File: src/rtl/instr_fetch_pkg.sv
// Shared types and constants for the instruction fetch stage.
package fetch_pkg;

    localparam int          WORD_W = 32;
    localparam logic [31:0] PC_INC = 32'd4;

    typedef struct packed {
        logic [WORD_W-1:0] pc;
        logic [WORD_W-1:0] word;
    } fetch_entry_t;

endpackage

File: src/rtl/instr_fetch_if.sv
// Memory-side, redirect and decoder-side signals of the fetch stage.
interface instr_fetch_if;
    import fetch_pkg::*;

    logic              imem_req;
    logic [WORD_W-1:0] imem_addr;
    logic              imem_gnt;
    logic              imem_rvalid;
    logic [WORD_W-1:0] imem_rdata;
    logic              redirect_valid;
    logic [WORD_W-1:0] redirect_pc;
    logic              instr_valid;
    logic [WORD_W-1:0] instruction;
    logic [WORD_W-1:0] instr_pc;
    logic              instr_ready;

    modport master (
        output imem_req, imem_addr,
        input  imem_gnt, imem_rvalid, imem_rdata,
        input  redirect_valid, redirect_pc,
        output instr_valid, instruction, instr_pc,
        input  instr_ready
    );

    modport slave (
        input  imem_req, imem_addr,
        output imem_gnt, imem_rvalid, imem_rdata,
        output redirect_valid, redirect_pc,
        input  instr_valid, instruction, instr_pc,
        output instr_ready
    );

endinterface

File: src/rtl/instr_fetch_fifo.sv
// Small synchronous FIFO; flush is applied after pop and wins over push.
module fetch_fifo #(
    parameter int  DEPTH = 4,
    parameter type T     = logic [31:0]
) (
    input  logic                   clk,
    input  logic                   rst_n,
    input  logic                   push,
    input  T                       wdata,
    input  logic                   pop,
    input  logic                   flush,
    output T                       rdata,
    output logic                   full,
    output logic                   empty,
    output logic [$clog2(DEPTH):0] count
);
    localparam int AW = $clog2(DEPTH);

    T             mem_q [DEPTH];
    T             mem_d [DEPTH];
    logic [AW-1:0] wr_ptr_q, wr_ptr_d, rd_ptr_q, rd_ptr_d;
    logic [AW:0]   count_q, count_d;
    logic          do_push, do_pop;

    assign full    = (count_q == (AW+1)'(DEPTH));
    assign empty   = (count_q == '0);
    assign count   = count_q;
    assign rdata   = mem_q[rd_ptr_q];
    assign do_push = push & ~full;
    assign do_pop  = pop & ~empty;

    // Next pointers, occupancy and storage contents.
    always_comb begin
        mem_d    = mem_q;
        wr_ptr_d = wr_ptr_q;
        rd_ptr_d = rd_ptr_q;
        count_d  = count_q + (AW+1)'(do_push) - (AW+1)'(do_pop);
        if (do_push) begin
            mem_d[wr_ptr_q] = wdata;
            wr_ptr_d        = wr_ptr_q + AW'(1);
        end
        if (do_pop) begin
            rd_ptr_d = rd_ptr_q + AW'(1);
        end
        if (flush) begin
            wr_ptr_d = '0;
            rd_ptr_d = '0;
            count_d  = '0;
        end
    end

    // FIFO state register.
    always_ff @(posedge clk or negedge rst_n) begin
        if (!rst_n) begin
            for (int i = 0; i < DEPTH; i++) mem_q[i] <= '0;
            wr_ptr_q <= '0;
            rd_ptr_q <= '0;
            count_q  <= '0;
        end else begin
            mem_q    <= mem_d;
            wr_ptr_q <= wr_ptr_d;
            rd_ptr_q <= rd_ptr_d;
            count_q  <= count_d;
        end
    end

endmodule

File: src/rtl/instr_fetch.sv
// Fetch stage: credit-limited in-order requests, redirect with stale-response
// discard, and a prefetch FIFO presenting {pc, word} to the decoder.
module instr_fetch
    import fetch_pkg::*;
#(
    parameter logic [31:0] RESET_PC   = 32'h0000_0000,
    parameter int          FIFO_DEPTH = 4
) (
    input logic            clk,
    input logic            rst_n,
    instr_fetch_if.master  bus
);
    localparam int CW = $clog2(FIFO_DEPTH) + 1;

    logic              run_q, run_d;
    logic [WORD_W-1:0] fetch_pc_q, fetch_pc_d;
    logic [CW-1:0]     outstanding_q, outstanding_d;
    logic [CW-1:0]     discard_q, discard_d;

    logic [CW-1:0]     fifo_count;
    logic [CW:0]       in_use;
    logic              credit_ok, grant, redirect, rvalid, rsp_keep;
    logic              fifo_empty, fifo_full_unused;
    fetch_entry_t      fifo_head;
    logic [WORD_W-1:0] tag_head;
    logic              tag_full_unused, tag_empty_unused;
    logic [CW-1:0]     tag_count_unused;
    logic [1:0]        redirect_lsb_unused;

    assign redirect            = bus.redirect_valid;
    assign rvalid              = bus.imem_rvalid;
    assign redirect_lsb_unused = bus.redirect_pc[1:0];

    // FIFO entries plus in-flight requests may never exceed the FIFO depth,
    // so every granted response always has a slot waiting for it.
    assign in_use    = {1'b0, fifo_count} + {1'b0, outstanding_q};
    assign credit_ok = (in_use < (CW+1)'(FIFO_DEPTH));
    assign grant     = bus.imem_req & bus.imem_gnt;
    assign rsp_keep  = rvalid & (discard_q == '0) & ~redirect;

    assign bus.imem_req    = run_q & ~redirect & credit_ok;
    assign bus.imem_addr   = fetch_pc_q;
    assign bus.instr_valid = ~fifo_empty;
    assign bus.instruction = fifo_empty ? '0 : fifo_head.word;
    assign bus.instr_pc    = fifo_empty ? '0 : fifo_head.pc;

    // Next fetch address, credit and discard bookkeeping.
    always_comb begin
        run_d         = 1'b1;
        fetch_pc_d    = fetch_pc_q;
        outstanding_d = outstanding_q + CW'(grant) - CW'(rvalid);
        discard_d     = discard_q;
        if (redirect) begin
            fetch_pc_d = {bus.redirect_pc[WORD_W-1:2], 2'b00};
            discard_d  = outstanding_q - CW'(rvalid);
        end else begin
            if (grant) fetch_pc_d = fetch_pc_q + PC_INC;
            if (rvalid && discard_q != '0) discard_d = discard_q - CW'(1);
        end
    end

    // Control state register.
    always_ff @(posedge clk or negedge rst_n) begin
        if (!rst_n) begin
            run_q         <= 1'b0;
            fetch_pc_q    <= RESET_PC;
            outstanding_q <= '0;
            discard_q     <= '0;
        end else begin
            run_q         <= run_d;
            fetch_pc_q    <= fetch_pc_d;
            outstanding_q <= outstanding_d;
            discard_q     <= discard_d;
        end
    end

    // Address of each live request, consumed as its response returns.
    fetch_fifo #(.DEPTH(FIFO_DEPTH), .T(logic [WORD_W-1:0])) u_tag_fifo (
        .clk   (clk),
        .rst_n (rst_n),
        .push  (grant),
        .wdata (fetch_pc_q),
        .pop   (rvalid & (discard_q == '0)),
        .flush (redirect),
        .rdata (tag_head),
        .full  (tag_full_unused),
        .empty (tag_empty_unused),
        .count (tag_count_unused)
    );

    fetch_fifo #(.DEPTH(FIFO_DEPTH), .T(fetch_entry_t)) u_entry_fifo (
        .clk   (clk),
        .rst_n (rst_n),
        .push  (rsp_keep),
        .wdata ('{pc: tag_head, word: bus.imem_rdata}),
        .pop   (bus.instr_valid & bus.instr_ready),
        .flush (redirect),
        .rdata (fifo_head),
        .full  (fifo_full_unused),
        .empty (fifo_empty),
        .count (fifo_count)
    );

endmodule
File: src/flat_wrapper.sv
// flat-port wrapper written by rule: the top's interface ports become plain ports
module instr_fetch_flat import fetch_pkg::*;
#(
    parameter logic [31:0] RESET_PC   = 32'h0000_0000,
    parameter int          FIFO_DEPTH = 4
)
  (clk, rst_n, bus_imem_req, bus_imem_addr, bus_imem_gnt, bus_imem_rvalid, bus_imem_rdata, bus_redirect_valid, bus_redirect_pc, bus_instr_valid, bus_instruction, bus_instr_pc, bus_instr_ready);
  instr_fetch_if bus_i ();
  input logic clk;
  input logic rst_n;
  output wire logic [$bits(bus_i.imem_req)-1:0] bus_imem_req;
  output wire logic [$bits(bus_i.imem_addr)-1:0] bus_imem_addr;
  input wire logic [$bits(bus_i.imem_gnt)-1:0] bus_imem_gnt;
  input wire logic [$bits(bus_i.imem_rvalid)-1:0] bus_imem_rvalid;
  input wire logic [$bits(bus_i.imem_rdata)-1:0] bus_imem_rdata;
  input wire logic [$bits(bus_i.redirect_valid)-1:0] bus_redirect_valid;
  input wire logic [$bits(bus_i.redirect_pc)-1:0] bus_redirect_pc;
  output wire logic [$bits(bus_i.instr_valid)-1:0] bus_instr_valid;
  output wire logic [$bits(bus_i.instruction)-1:0] bus_instruction;
  output wire logic [$bits(bus_i.instr_pc)-1:0] bus_instr_pc;
  input wire logic [$bits(bus_i.instr_ready)-1:0] bus_instr_ready;
  assign bus_imem_req = bus_i.imem_req;
  assign bus_imem_addr = bus_i.imem_addr;
  assign bus_i.imem_gnt = bus_imem_gnt;
  assign bus_i.imem_rvalid = bus_imem_rvalid;
  assign bus_i.imem_rdata = bus_imem_rdata;
  assign bus_i.redirect_valid = bus_redirect_valid;
  assign bus_i.redirect_pc = bus_redirect_pc;
  assign bus_instr_valid = bus_i.instr_valid;
  assign bus_instruction = bus_i.instruction;
  assign bus_instr_pc = bus_i.instr_pc;
  assign bus_i.instr_ready = bus_instr_ready;
  instr_fetch #(.RESET_PC(RESET_PC), .FIFO_DEPTH(FIFO_DEPTH)) u_core (.clk(clk), .rst_n(rst_n), .bus(bus_i));
endmodule
File: config.mk
export PLATFORM = sky130hd
export DESIGN_NAME = instr_fetch_flat
export DESIGN_NICKNAME = d
export VERILOG_FILES = /design/src/rtl/instr_fetch_pkg.sv /design/src/rtl/instr_fetch_if.sv /design/src/rtl/instr_fetch_fifo.sv /design/src/rtl/instr_fetch.sv /design/src/flat_wrapper.sv
export SDC_FILE = /design/constraint.sdc
export NUM_CORES = 1
export LEC_CHECK = 0
export ABC_CLOCK_PERIOD_IN_PS = 7300
export CORE_AREA = 3 3 230 232
export CTS_CLUSTER_DIAMETER = 30
export DETAILED_ROUTE_END_ITERATION = 12
export DIE_AREA = 0 0 233 235
export SETUP_SLACK_MARGIN = 0.15
export SLEW_MARGIN = 5
export SYNTH_ARGS = -nofsm -noshare
export SYNTH_HDL_FRONTEND = slang
export SYNTH_HIERARCHICAL = 1
export SYNTH_SLANG_ARGS = --single-unit
export TNS_END_PERCENT = 30
File: constraint.sdc
create_clock -name clk -period 7.3 [get_ports clk]
set_clock_uncertainty 0.2 [all_clocks]
set_input_delay 0.73 -clock clk [delete_from_list [all_inputs] [get_ports clk]]
set_output_delay 0.73 -clock clk [all_outputs]
set_load 0.005 [all_outputs]
Word level (Yosys, flattened, before mapping)
Cells that the tools add are included.
- bits in registers: 437
- bits in latches: 0
- bits in writable memories: 0
- ROM bits: 0
- input port bits: 70
- output and inout port bits: 98
- word-level logic and storage cells: 105
- memories kept: 0
- add/sub/neg operators: 14
- multipliers: 0
- div/mod/pow operators: 0
- magnitude comparators: 7
- equality and inequality tests: 2
- shift-type cells: 0
- mux-type cells: 28
- bitwise logic cells: 19
- reduce and logical (&&, ||, !) cells: 13
- operators by type and width (cell ; number):
    $bwmux W256 ; 1
    $mux W32 ; 7
    $mux W64 ; 3
    $bmux W64 S2 ; 1
    $bwmux W128 ; 1
    $demux W64 S2 ; 1
    $bmux W32 S2 ; 1
    $demux W32 S2 ; 1
    $add A32 B3 Y32 const B ; 1
    $mux W2 ; 8
    $ge A3 B3 Y1 const B ; 4
    $mux W3 ; 4
    $not A2 Y3 ; 4
    $reduce_bool A2 Y1 ; 6
    $sub A3 B1 Y3 ; 4
    $and A1 B1 Y1 ; 10
    $add A3 B1 Y3 ; 3
    $logic_not A3 Y1 ; 3
    $add A2 B1 Y2 const B ; 4
    $eq A3 B3 Y1 const B ; 2
    $lt A3 B1 Y1 const B ; 2
    $not A1 Y1 ; 5
    $add A3 B3 Y4 ; 1
    $lt A4 B3 Y1 const B ; 1
    other kinds (3) ; 5

Longest topological paths before layout
- depth in word-level cells: 8
- mapped depth: 14
- depth with buffers taken out: 14

By module
The synthesis kept the hierarchy.
- modules (own cells, without submodules) (module ; instances ; cells an instance ; area an instance (um^2) ; sequential area each (um^2)):
    fetch_fifo at u_core.u_entry_fifo ; 1 ; 664 ; 11579.9 ; 6581.3
    fetch_fifo at u_core.u_tag_fifo ; 1 ; 358 ; 5949.5 ; 3378.2
    instr_fetch ; 1 ; 339 ; 2748.9 ; 925.9

Worst setup path after synthesis
No wires, ideal clock.
- path type: in2reg
- start: input bus_redirect_valid
- end: register u_core.u_tag_fifo.count_q[2] (netlist: u_core/u_tag_fifo/count[2])
- library setup time: 0.086 ns
- data arrival time: 2.967 ns
- data required time: 7.014 ns
- setup slack: 4.047 ns
- stages on the path: 14
- path buffers: 2
- cell sequence: buf_4 -> nor4b_4 -> nand4_1 -> inv_2 -> buf_2 -> nand2b_1 -> ha_1 -> inv_1 -> ha_1 -> inv_1 -> fa_1 -> xor2_1 -> and2_1 -> nor3_1
- cells in the longest elaborated chain, start to end: 8
- ends and longest elaborated chain (item ; line ; source):
    from (decl) ; flat_wrapper.sv:16 ; input wire logic [$bits(bus_i.redirect_valid)-1:0] bus_redirect_valid;
    $not A1 Y1 ; instr_fetch.sv:41 ; assign bus.imem_req = run_q & ~redirect & credit_ok;
    $and A1 B1 Y1 (2 in series) ; instr_fetch.sv:41 ;
    $and A1 B1 Y1 ; instr_fetch.sv:38 ; assign grant = bus.imem_req & bus.imem_gnt;
    net u_core.grant ; instr_fetch.sv:22 ; logic credit_ok, grant, redirect, rvalid, rsp_keep;
    $and A1 B1 Y1 ; instr_fetch_fifo.sv:29 ; assign do_push = push & ~full;
    $add A3 B1 Y3 ; instr_fetch_fifo.sv:37 ; count_d = count_q + (AW+1)'(do_push) - (AW+1)'(do_pop);
    $sub A3 B1 Y3 ; instr_fetch_fifo.sv:37 ;
    $mux W3 ; instr_fetch_fifo.sv:45 ; if (flush) begin
    net u_core.u_tag_fifo.count_d[2] ; instr_fetch_fifo.sv:22 ; logic [AW:0] count_q, count_d;
    to (signal assigned) ; instr_fetch_fifo.sv:63 ; count_q <= count_d;
    to (decl) ; instr_fetch_fifo.sv:22 ;
The timed path passes the listed nets, and every way through them passes these cells.
A chain may end at the register's enable or synchronous reset.

==> results.ini <==
[status]
status=finished with violations
violations=hold timing

[final_layout]
drive_gt1_share_pct=41.5
syn_to_final_growth_pct=27.9
final_nets=1667
multi_input_area_um2=8770
regArea_um2=10900
fin_area_um2=25900
fillCellCount=4245
insertedDiodeCount=0

[synthesis]
synth_most_common_cell=dfrtp_1
synth_area_um2=20300
ys_types=48
netlist.area_leader.share_pct=53.7
synth_flop_cell=dfrtp_1
synthTopCellsByArea=dfrtp_1, mux2_2, mux4_2
ys_seq_elements=435
synth.avg_cell_area_um2=14.9
synth_warnings=6
synth_cells=1361
synthTopCellsByCount=dfrtp_1, mux2_2, mux4_2, nor2b_1, nand2_1
synth-edff-count=0
ys_seq_area_share_pct=53.7
yosysTopAreaCell=dfrtp_1
synthArstFlopShare_pct=100

[power]
switchingPower_mw=2.19
pwr-share-comb_pct=15.2
p_int_mw=6.86
pwr-share-seq_pct=34.4
swShare_pct=24.2
power_density_nw_per_um2=349
ir_drop_mv=0.201
power_leakage_nw=11.6
power.total_mw=9.05
pwr-share-clk_pct=50.4

[detailed_routing]
drt-wirelength-per-cell_um=20.9
vias=12300
route.met2.wl_um=24300
drt_iter0_drc=525
ant_nets=0
dr.pass1.iters=5
wl_met1_um=21500
met3_length_um=2080
via_per_inst=5.28
drc=0
wl_um=48700
dr.max_layer_used=met4

[sta]
finalHoldViolCount=24
slew_headroom_pct=26.0
tightest_slew_ns=1.11
tns_ns=0
setup_violations=0
finalCriticalPeriod_ns=4.51
finalCritPeriodShare_pct=61.8
max_freq_mhz=222
setup_ws_ns=2.79
slew_viol_final=0
fin_hold_ws_ns=-0.0230
rsz0062_at_grt=false

[cts]
clock_latency_ns=0.62
cts_buffers=100
htreeDepth=3
cts_resized=0
postCtsSetupRepairBufs=0
postCtsHoldBufs=0
cts_tree=yes
clk_pin_slew_ns=0.04
cts.sinks=435
clockBufferDepth=3
clock-root-buffer=clkbuf_16

[setup_path]
worstPathArrival_ns=3.58
worstPathMaxFanout=46
required_ns=6.37
slowest_stage=dfrtp_4
path_class=flip-flop to output port
critPathMaxStageDelay_ns=1.08
ff2ff_setup_slack_ns=3.46
worstSetupEndpointType=output port
startpoint_type=flip-flop
path_buf_inv=2
crit_family=flip-flops
path_cells=buf_4, mux4_2, nor2b_1, clkdlybuf4s50_1

[floorplan]
die_w_um=233
die_area_um2=54800
io-pin-count=168
rows=83
initial_core_util_pct=39.6
core-area_um2=51200
chipHeight_um=235

[placement]
hpwl_um=28600
gp_congestion=0.750
io_buffer_count=163
pre_cts_ws_ns=2.78
placed_area_um2=22400

[global_routing]
overflow=0
grt_antenna_before_repair=0
grt_usage_pct=18.1
grt_pass1_wl_um=77700
grt_max_degree=184
grt_pass1_vias=13700

[run]
maxCapViolations=0

[worst_hold_path]
min_path_type=input pin to asynchronous set/reset pin

==> stage by stage <==
stage / instances / utilization (%)
after floorplan: 1370 / -
after global routing: 2336 / 50.7
after global placement: 2151 / 43.8
after detailed placement: 2151 / 43.8
after CTS: 2336 / 50.7
final: 2336 / 50.7
==> final cells by class <==
type / count / area share, %
Sequential cell: 435 / 42.0
Multi-Input combinational cell: 827 / 33.8
Clock buffer: 139 / 11.1
Timing Repair Buffer: 183 / 7.01
Tap cell: 680 / 3.28
Clock inverter: 46 / 2.41
Inverter: 26 / 0.376
==> layer usage <==
layer | track usage [%] | vias up
li1 | - | 5446
met3 | 3.46 | 68
met5 | 0 | -
met4 | 5.99 | 0
met1 | 23.8 | 6536
met2 | 30.0 | 291
==> kinds of logic (layout without fill, tap and decap cells) <==
group / count (synthesis) / count (layout) / share of synthesized area, %
adder cells (fa/ha/maj): 24 / 24 / 1.59
multiplexers: 484 / 484 / 32.2
flip-flops: 435 / 435 / 53.7
AND/OR/NAND/NOR: 225 / 225 / 6.16
other: 2 / 11 / 0.0370
XOR/XNOR: 9 / 9 / 0.389
AO/OA/AOI/OAI: 74 / 74 / 2.45
buffers and inverters: 108 / 394 / 3.51
==> path summary, 6_finish.rpt <==
| check | depth (start not counted) | to | from |
|---|---|---|---|
| max in group asynchronous | 2 | u_core/u_tag_fifo/mem_q[44]$_DFFE_PN0P_ | rst_n |
| hold / removal | 1 | u_core/u_entry_fifo/mem_q[146]$_DFFE_PN0P_ | rst_n |
| hold reg to reg | 1 | u_core/u_entry_fifo/mem_q[80]$_DFFE_PN0P_ | u_core/u_entry_fifo/mem_q[80]$_DFFE_PN0P_ |
| min in group clk | 1 | u_core/u_entry_fifo/mem_q[80]$_DFFE_PN0P_ | u_core/u_entry_fifo/mem_q[80]$_DFFE_PN0P_ |
| setup / recovery | 4 | bus_instr_pc[20] | u_core/u_entry_fifo/rd_ptr_q[0]$_DFFE_PN0P_ |
| setup reg to reg | 14 | u_core/u_tag_fifo/count[2]$_DFF_PN0_ | u_core/u_entry_fifo/count[2]$_DFF_PN0_ |
==> worst reg2reg max path, cell delays in order (launching register included) <==
cell,delay [ns]
dfrtp_1,0.43
ha_1,0.33
nor4b_4,0.28
nand4_1,0.15
buf_4,0.28
inv_2,0.48
nand2b_1,0.20
ha_1,0.32
inv_1,0.06
ha_1,0.13
inv_1,0.05
fa_1,0.37
xor2_1,0.17
and2_1,0.16
nor3_1,0.14
==> power groups by stage <==
stage / Clock, mW / Sequential [mW] / Combinational, mW
5_1_grt: 4.78 / 3.17 / 1.50
3_5_place_dp: 0 / 3.14 / 1.39
4_1_cts: 4.64 / 3.11 / 1.40
3_3_place_gp: 0 / 3.11 / 1.35
2_1_floorplan: 0 / 3.04 / 0.971
6_report: 4.56 / 3.11 / 1.38
==> cell usage in the layout, fill, tap and decap left out, drive strengths merged, types with 10 or more instances in the layout <==
cell type / instances
buf: 22
dfrtp: 435
o21ai: 22
ha: 21
a21oi: 10
nand3: 22
mux4: 96
conb: 11
nor3: 11
clkdlybuf4s50: 161
inv: 31
bufinv: 13
o211ai: 12
nor2b: 67
nor2: 28
clkinv: 24
mux2: 384
clkbuf: 139
nand2: 50
==> flip-flops by register name, summed over array words and instances (netlist names), 3 cells and up <==
register and count:
u_core/u_tag_fifo/mem_q 128, u_core/u_entry_fifo/mem_q 256, u_core/bus.imem_addr 30, u_core/u_tag_fifo/count 3, u_core/discard_q 3, u_core/outstanding_q 3
u_core/u_entry_fifo/count 3
Power figures use the tool's default switching activity.
